===== src/rtl/mux_nt1_arb_if.sv =====
// N-to-1 arbitrated mux channel bundle: N valid/ready producers and one registered consumer port.
// Latency: none (wires only).
// Backpressure: in_ready and out_ready carry the valid/ready handshake in each direction.
interface mux_nt1_arb_if #(
    parameter int N = 4,
    parameter int W = 8
);
    localparam int SEL_W = (N > 1) ? $clog2(N) : 1;

    logic [N-1:0]     in_valid;
    logic [N*W-1:0]   in_data;
    logic [N-1:0]     in_ready;
    logic             out_valid;
    logic [W-1:0]     out_data;
    logic [SEL_W-1:0] out_sel;
    logic             out_ready;

    // Producer/consumer side: drives the input channels and the output ready.
    modport master (
        output in_valid, in_data, out_ready,
        input  in_ready, out_valid, out_data, out_sel
    );

    // Mux side.
    modport slave (
        input  in_valid, in_data, out_ready,
        output in_ready, out_valid, out_data, out_sel
    );
endinterface


===== src/rtl/mux_nt1_arb.sv =====
// N-to-1 arbitrated mux: fixed-priority or round-robin choice among valid channels into one output register.
// Latency: 1 cycle from input handshake to out_valid; sustains 1 beat/cycle.
// Backpressure: output register reloads only when empty or draining; otherwise every in_ready is 0.
module mux_nt1_arb #(
    parameter int N    = 4,
    parameter int W    = 8,
    parameter int MODE = 1
) (
    input  logic           clk,
    input  logic           rst,
    mux_nt1_arb_if.slave   bus
);
    localparam int SEL_W = (N > 1) ? $clog2(N) : 1;

    logic [SEL_W-1:0] ptr;
    logic [SEL_W-1:0] ptr_nxt;
    logic [SEL_W-1:0] gnt_idx;
    logic             gnt_vld;
    logic [W-1:0]     gnt_dat;
    logic             load;
    logic             xfer;
    logic [N-1:0]     rdy;

    logic             ov;
    logic [W-1:0]     od;
    logic [SEL_W-1:0] os;

    // Output register is free when empty or being drained this cycle.
    assign load = !ov || bus.out_ready;
    assign xfer = gnt_vld && load;

    // Search valid channels starting at ptr (round-robin) or at 0 (fixed priority); first hit wins.
    always_comb begin
        logic [SEL_W-1:0] cand;
        gnt_vld = 1'b0;
        gnt_idx = '0;
        cand    = '0;
        for (int k = 0; k < N; k++) begin
            if (MODE == 1) begin
                cand = SEL_W'((int'(ptr) + k) % N);
            end else begin
                cand = SEL_W'(k);
            end
            if (!gnt_vld && bus.in_valid[cand]) begin
                gnt_vld = 1'b1;
                gnt_idx = cand;
            end
        end
    end

    // Pick the granted channel's data slice.
    always_comb begin
        gnt_dat = '0;
        for (int i = 0; i < N; i++) begin
            if (gnt_idx == SEL_W'(i)) begin
                gnt_dat = bus.in_data[i*W +: W];
            end
        end
    end

    // One-hot ready to the granted channel; forced low while in reset.
    always_comb begin
        rdy = '0;
        for (int i = 0; i < N; i++) begin
            rdy[i] = !rst && xfer && (gnt_idx == SEL_W'(i));
        end
    end

    assign ptr_nxt = SEL_W'((int'(gnt_idx) + 1) % N);

    // Output register and round-robin pointer; ptr only moves on an accepted beat.
    always_ff @(posedge clk or posedge rst) begin
        if (rst) begin
            ov  <= 1'b0;
            od  <= '0;
            os  <= '0;
            ptr <= '0;
        end else begin
            if (xfer) begin
                ov <= 1'b1;
                od <= gnt_dat;
                os <= gnt_idx;
                if (MODE == 1) begin
                    ptr <= ptr_nxt;
                end
            end else if (bus.out_ready) begin
                ov <= 1'b0;
            end
        end
    end

    assign bus.in_ready  = rdy;
    assign bus.out_valid = ov;
    assign bus.out_data  = od;
    assign bus.out_sel   = os;
endmodule


===== src/flat_wrapper.sv =====
// flat-port wrapper written by rule: the top's interface ports become plain ports
module mux_nt1_arb_flat 
#(
    parameter int N    = 4,
    parameter int W    = 8,
    parameter int MODE = 1
)
  (clk, rst, bus_in_valid, bus_in_data, bus_out_ready, bus_in_ready, bus_out_valid, bus_out_data, bus_out_sel);
  mux_nt1_arb_if #(.N(N), .W(W)) bus_i ();
  input  logic clk;
  input  logic rst;
  input wire logic [$bits(bus_i.in_valid)-1:0] bus_in_valid;
  input wire logic [$bits(bus_i.in_data)-1:0] bus_in_data;
  input wire logic [$bits(bus_i.out_ready)-1:0] bus_out_ready;
  output wire logic [$bits(bus_i.in_ready)-1:0] bus_in_ready;
  output wire logic [$bits(bus_i.out_valid)-1:0] bus_out_valid;
  output wire logic [$bits(bus_i.out_data)-1:0] bus_out_data;
  output wire logic [$bits(bus_i.out_sel)-1:0] bus_out_sel;
  assign bus_i.in_valid = bus_in_valid;
  assign bus_i.in_data = bus_in_data;
  assign bus_i.out_ready = bus_out_ready;
  assign bus_in_ready = bus_i.in_ready;
  assign bus_out_valid = bus_i.out_valid;
  assign bus_out_data = bus_i.out_data;
  assign bus_out_sel = bus_i.out_sel;
  mux_nt1_arb #(.N(N), .W(W), .MODE(MODE)) u_core (.clk(clk), .rst(rst), .bus(bus_i));
endmodule

===== config.mk =====
export PLATFORM = sky130hd
export DESIGN_NAME = mux_nt1_arb_flat
export DESIGN_NICKNAME = d
export VERILOG_FILES = /design/src/rtl/mux_nt1_arb_if.sv /design/src/rtl/mux_nt1_arb.sv /design/src/flat_wrapper.sv
export SDC_FILE = /design/constraint.sdc
export NUM_CORES = 1
export LEC_CHECK = 0
export ABC_AREA = 0
export BUFFER_PORTS_ARGS = -buffer_cell sky130_fd_sc_hd__buf_2
export CAP_MARGIN = 30
export CORE_UTILIZATION = 30
export DETAILED_ROUTE_END_ITERATION = 10
export PLACE_DENSITY = 0.56
export SLEW_MARGIN = 20
export SYNTH_ARGS = -nofsm -noshare
export SYNTH_HDL_FRONTEND = slang
export SYNTH_SLANG_ARGS = --single-unit

===== constraint.sdc =====
create_clock -name clk -period 3.8 [get_ports clk]
set_clock_uncertainty 0.2 [all_clocks]
set_input_delay 0.19 -clock clk [delete_from_list [all_inputs] [get_ports clk]]
set_output_delay 0.19 -clock clk [all_outputs]
set_load 0.01 [all_outputs]

==> summary.txt <==
CTS
  – Worst-path clk slew: around 0.08 ns
  – TritonCTS clock tree: built
  – # Post-CTS Setup Buffers: 0
  – Clk root buf: clkbuf_4
  – H-tree levels: 1
  – Max clock buf depth: 2
  – CTS Buf Count: 3
  – Worst-Skew Late Latency: 0.27 ns
  – CTS sink cnt: 13

Synthesis
  – Xor and xnor fraction of the mapped netlist area: 0%
  – Post-Syn Nets: 150
  – Main combinational cell family by area after synthesis: compound AO/OA/AOI/OAI gates
  – Cells after synthesis: 107
  – Seq/Total Area, Yosys: 33.7%
  – EDFF count, synth: 0
  – Main synth FF type: dfrtp_1
  – Async SR Flop Fraction: 100%
  – Syn Area/Cell: 9.03 um2
  – Top cell type's share of synthesized area: approximately a third
  – Post-synthesis register bit count: 13
  – Synth Area in Compound Gates: 34.2%
  – Multiplexer area fraction after synthesis: 1.17%
  – YS warnings: 0
  – Most numerous cell in the Yosys netlist: inv_1
  – Post-Synth Simple-Gate Area: around 15%
  – Post-synth top cells: inv_1 (14), dfrtp_1 (13), a21oi_2 (11)
  – Post-Synth Adder-Cell Area: 5.18%
  – Leading area contributor after synthesis: dfrtp_1
  – Synth cell types: 26
  – Synth top area cells: dfrtp_1 (34%), a21oi_2 (10%), a221oi_1 (7.3%)
  – Mapped Area: 966 um2

Routing
  – Detailed-route via count: 959
  – Via density per instance: 4.68
  – WL met3: between 200 and 250 um
  – Antenna Nets Post-Route: 0
  – Metal2 WL: between 1000 and 1500 um
  – Residual DRC count: 0
  – Drt initial violations: 18
  – Metal-1 WL: 1170 um
  – Detailed Routing Iterations Pass 1: 3
  – Avg WL per Cell: 12.3 um
  – Top Metal Used: met4
  – DRT Wirelength: 2530 um

Run
  – Maxcap violations: 0

Die
  – Initial Util: between 30% and 40%
  – Rows: 20
  – Core ar.: between 3000 and 4000 um2
  – Chip Width: 58.7 um
  – Die height: 58.7 um
  – Io pins: between 50 and 60
  – Die area: 3450 um2

Timing
  – Hold Vio Cnt, Final: 0
  – Fin Setup TNS: 0 ns
  – Final setup viols: 0
  – Crit share post-route: 73.6%
  – Final-report max-slew violation count: 0
  – Tmin final: ~2.8 ns
  – Slew at the pin closest to its max-slew limit: 0.717 ns
  – RSZ-0062 raised after global routing: false
  – Achievable Freq: around 0.36 GHz
  – WHS: 0.00606 ns
  – Slew Limit Headroom: 52.2%

Power and ir drop
  – Peak VDD IR: 0.202 mV
  – Static Leak: 0.676 nW
  – P per Cell Area: 577 nW/um2

GRT
  – Tot GR Track Use: approximately 16%
  – Number of global-route vias before repair: 972
  – GRT Residual Overflow: 0
  – Initial antenna violation count: 0
  – First-pass GRT wire length: 4150 um
  – Largest net degree at the start of global routing: 18

Cells and area
  – Antenna fix cells: 0
  – Layout cell share with drive strength beyond 1: roughly 44%
  – Final nets: 205
  – Area Overhead vs Synth: 34.6%
  – Filler Cells Inserted: roughly 350

Worst setup path
  – Setup crit end: bus_in_ready[3]
  – Data required time at the worst endpoint: 3.41 ns
  – CP Data Arrival Time: 2.41 ns
  – FF-to-FF End: u_core.bus.out_data[5]
  – Crit path kind: in2out
  – Flop2flop setup slack: between 1 and 1.5 ns
  – Critical Path Start Type: primary input
  – Worst Setup SP: bus_in_valid[2]
  – Worst R2R Start: u_core.ptr[0]
  – Worst setup EP type: output port
  – R2R cell count: 8
  – CP max FO: 17

Placed design
  – Routability congestion estimate: roughly 0.77
  – Dpl hpwl: 2010 um
  – PortBufs: 53

Run status
  – Status: finished clean

Min path
  – Min-delay worst type: in2reg
critical path, cell delays in order:
cell and delay, ns:
dlygate4sd3_1 0.53, buf_2 0.14, inv_1 0.08, o221a_1 0.19
o22ai_2 0.12, inv_1 0.11, ha_1 0.62, and3_1 0.27
buf_2 0.13
cell families (layout without fill, tap and decap cells):
family,Yosys count,count (layout)
compound gates,41,41
fa+ha+maj,4,4
flops,13,13
buf+inv,21,75
mux,1,1
simple gates,27,27
layer usage:
layer,track usage (%),vias up
met3,3.74,2
met2,25.3,44
met4,6.12,0
met1,20.5,426
li1,-,487
met5,0,-
through the flow:
step | util (%) | total power [W] | setup WS (ns) | instance area (um2) | cells
global route | 42.6 | 0.000816 | 0.876 | 1300 | 205
detailed placement | 40.4 | 0.000672 | 1.24 | 1230 | 197
global placement | 40.4 | 0.000660 | 1.37 | 1230 | 197
CTS | 42.6 | 0.000763 | 0.981 | 1300 | 205
floorplan | - | 0.000546 | 1.59 | 966 | 107
finish | 42.6 | 0.000750 | 1.00 | 1300 | 205
registers in the layout, indices dropped and copies added (netlist names):
register              count
u_core.ptr                2
u_core.bus.out_sel        2
u_core.bus.out_valid      1
u_core.bus.out_data       8
worst min-delay path by stage:
| stage | start | end | slack, ns | depth (start not counted) |
|---|---|---|---|---|
| 6_report | bus_in_data[25] | u_core.bus.out_data[1] | 0.006 | 3 |
| 5_1_grt | bus_in_data[28] | u_core.bus.out_data[4] | 0.003 | 3 |
| 3_5_place_dp | rst | u_core.bus.out_valid | 0.09 | 2 |
| 3_3_place_gp | rst | u_core.bus.out_data[6] | 0.09 | 2 |
| 2_1_floorplan | rst | u_core.bus.out_data[0] | -0.11 | 1 |
| 4_1_cts | bus_in_data[28] | u_core.bus.out_data[4] | 0.003 | 3 |
cell usage in the layout (no fill, tap or decap):
cell type	count
a21oi_2	11
buf_2	53
nand2_1	8
and2b_1	1
nor2_1	10
o221a_1	1
clkbuf_1	1
a21o_1	1
o22ai_2	1
clkbuf_4	3
dlygate4sd3_1	4
a221oi_1	8
nor3_2	1
and3_1	4
dfrtp_1	13
ha_1	4
mux2_1	1
a21oi_1	7
a21o_4	1
inv_1	14
nor4_4	1
a211o_1	7
o21ai_1	3
o22ai_1	1
nor2b_1	2
power by group:
group	leakage [nW]	internal (W)	switching, W
registers	0.149	0.000198	0.0000387
clock network	0.0150	0.0000406	0.0000455
logic	0.512	0.000195	0.000232
total	0.676	0.000434	0.000316
area by class of cell:
type	instances	area, um2	share of cell area [%]
inverters	14	52.6	4.04
flip-flops and latches	13	325	25.0
well taps	44	55.1	4.23
multi-input cells	73	536	41.2
clock buffers	4	26.3	2.02
repair buffers	57	305	23.5
what timing repair did:
action                     4_1_cts  5_1_grt
hold buffers                     4        0
setup endpoints to repair        0        0
hold endpoints to repair        15        0
gates resized for setup          0        0
Power figures use the tool's default switching activity.
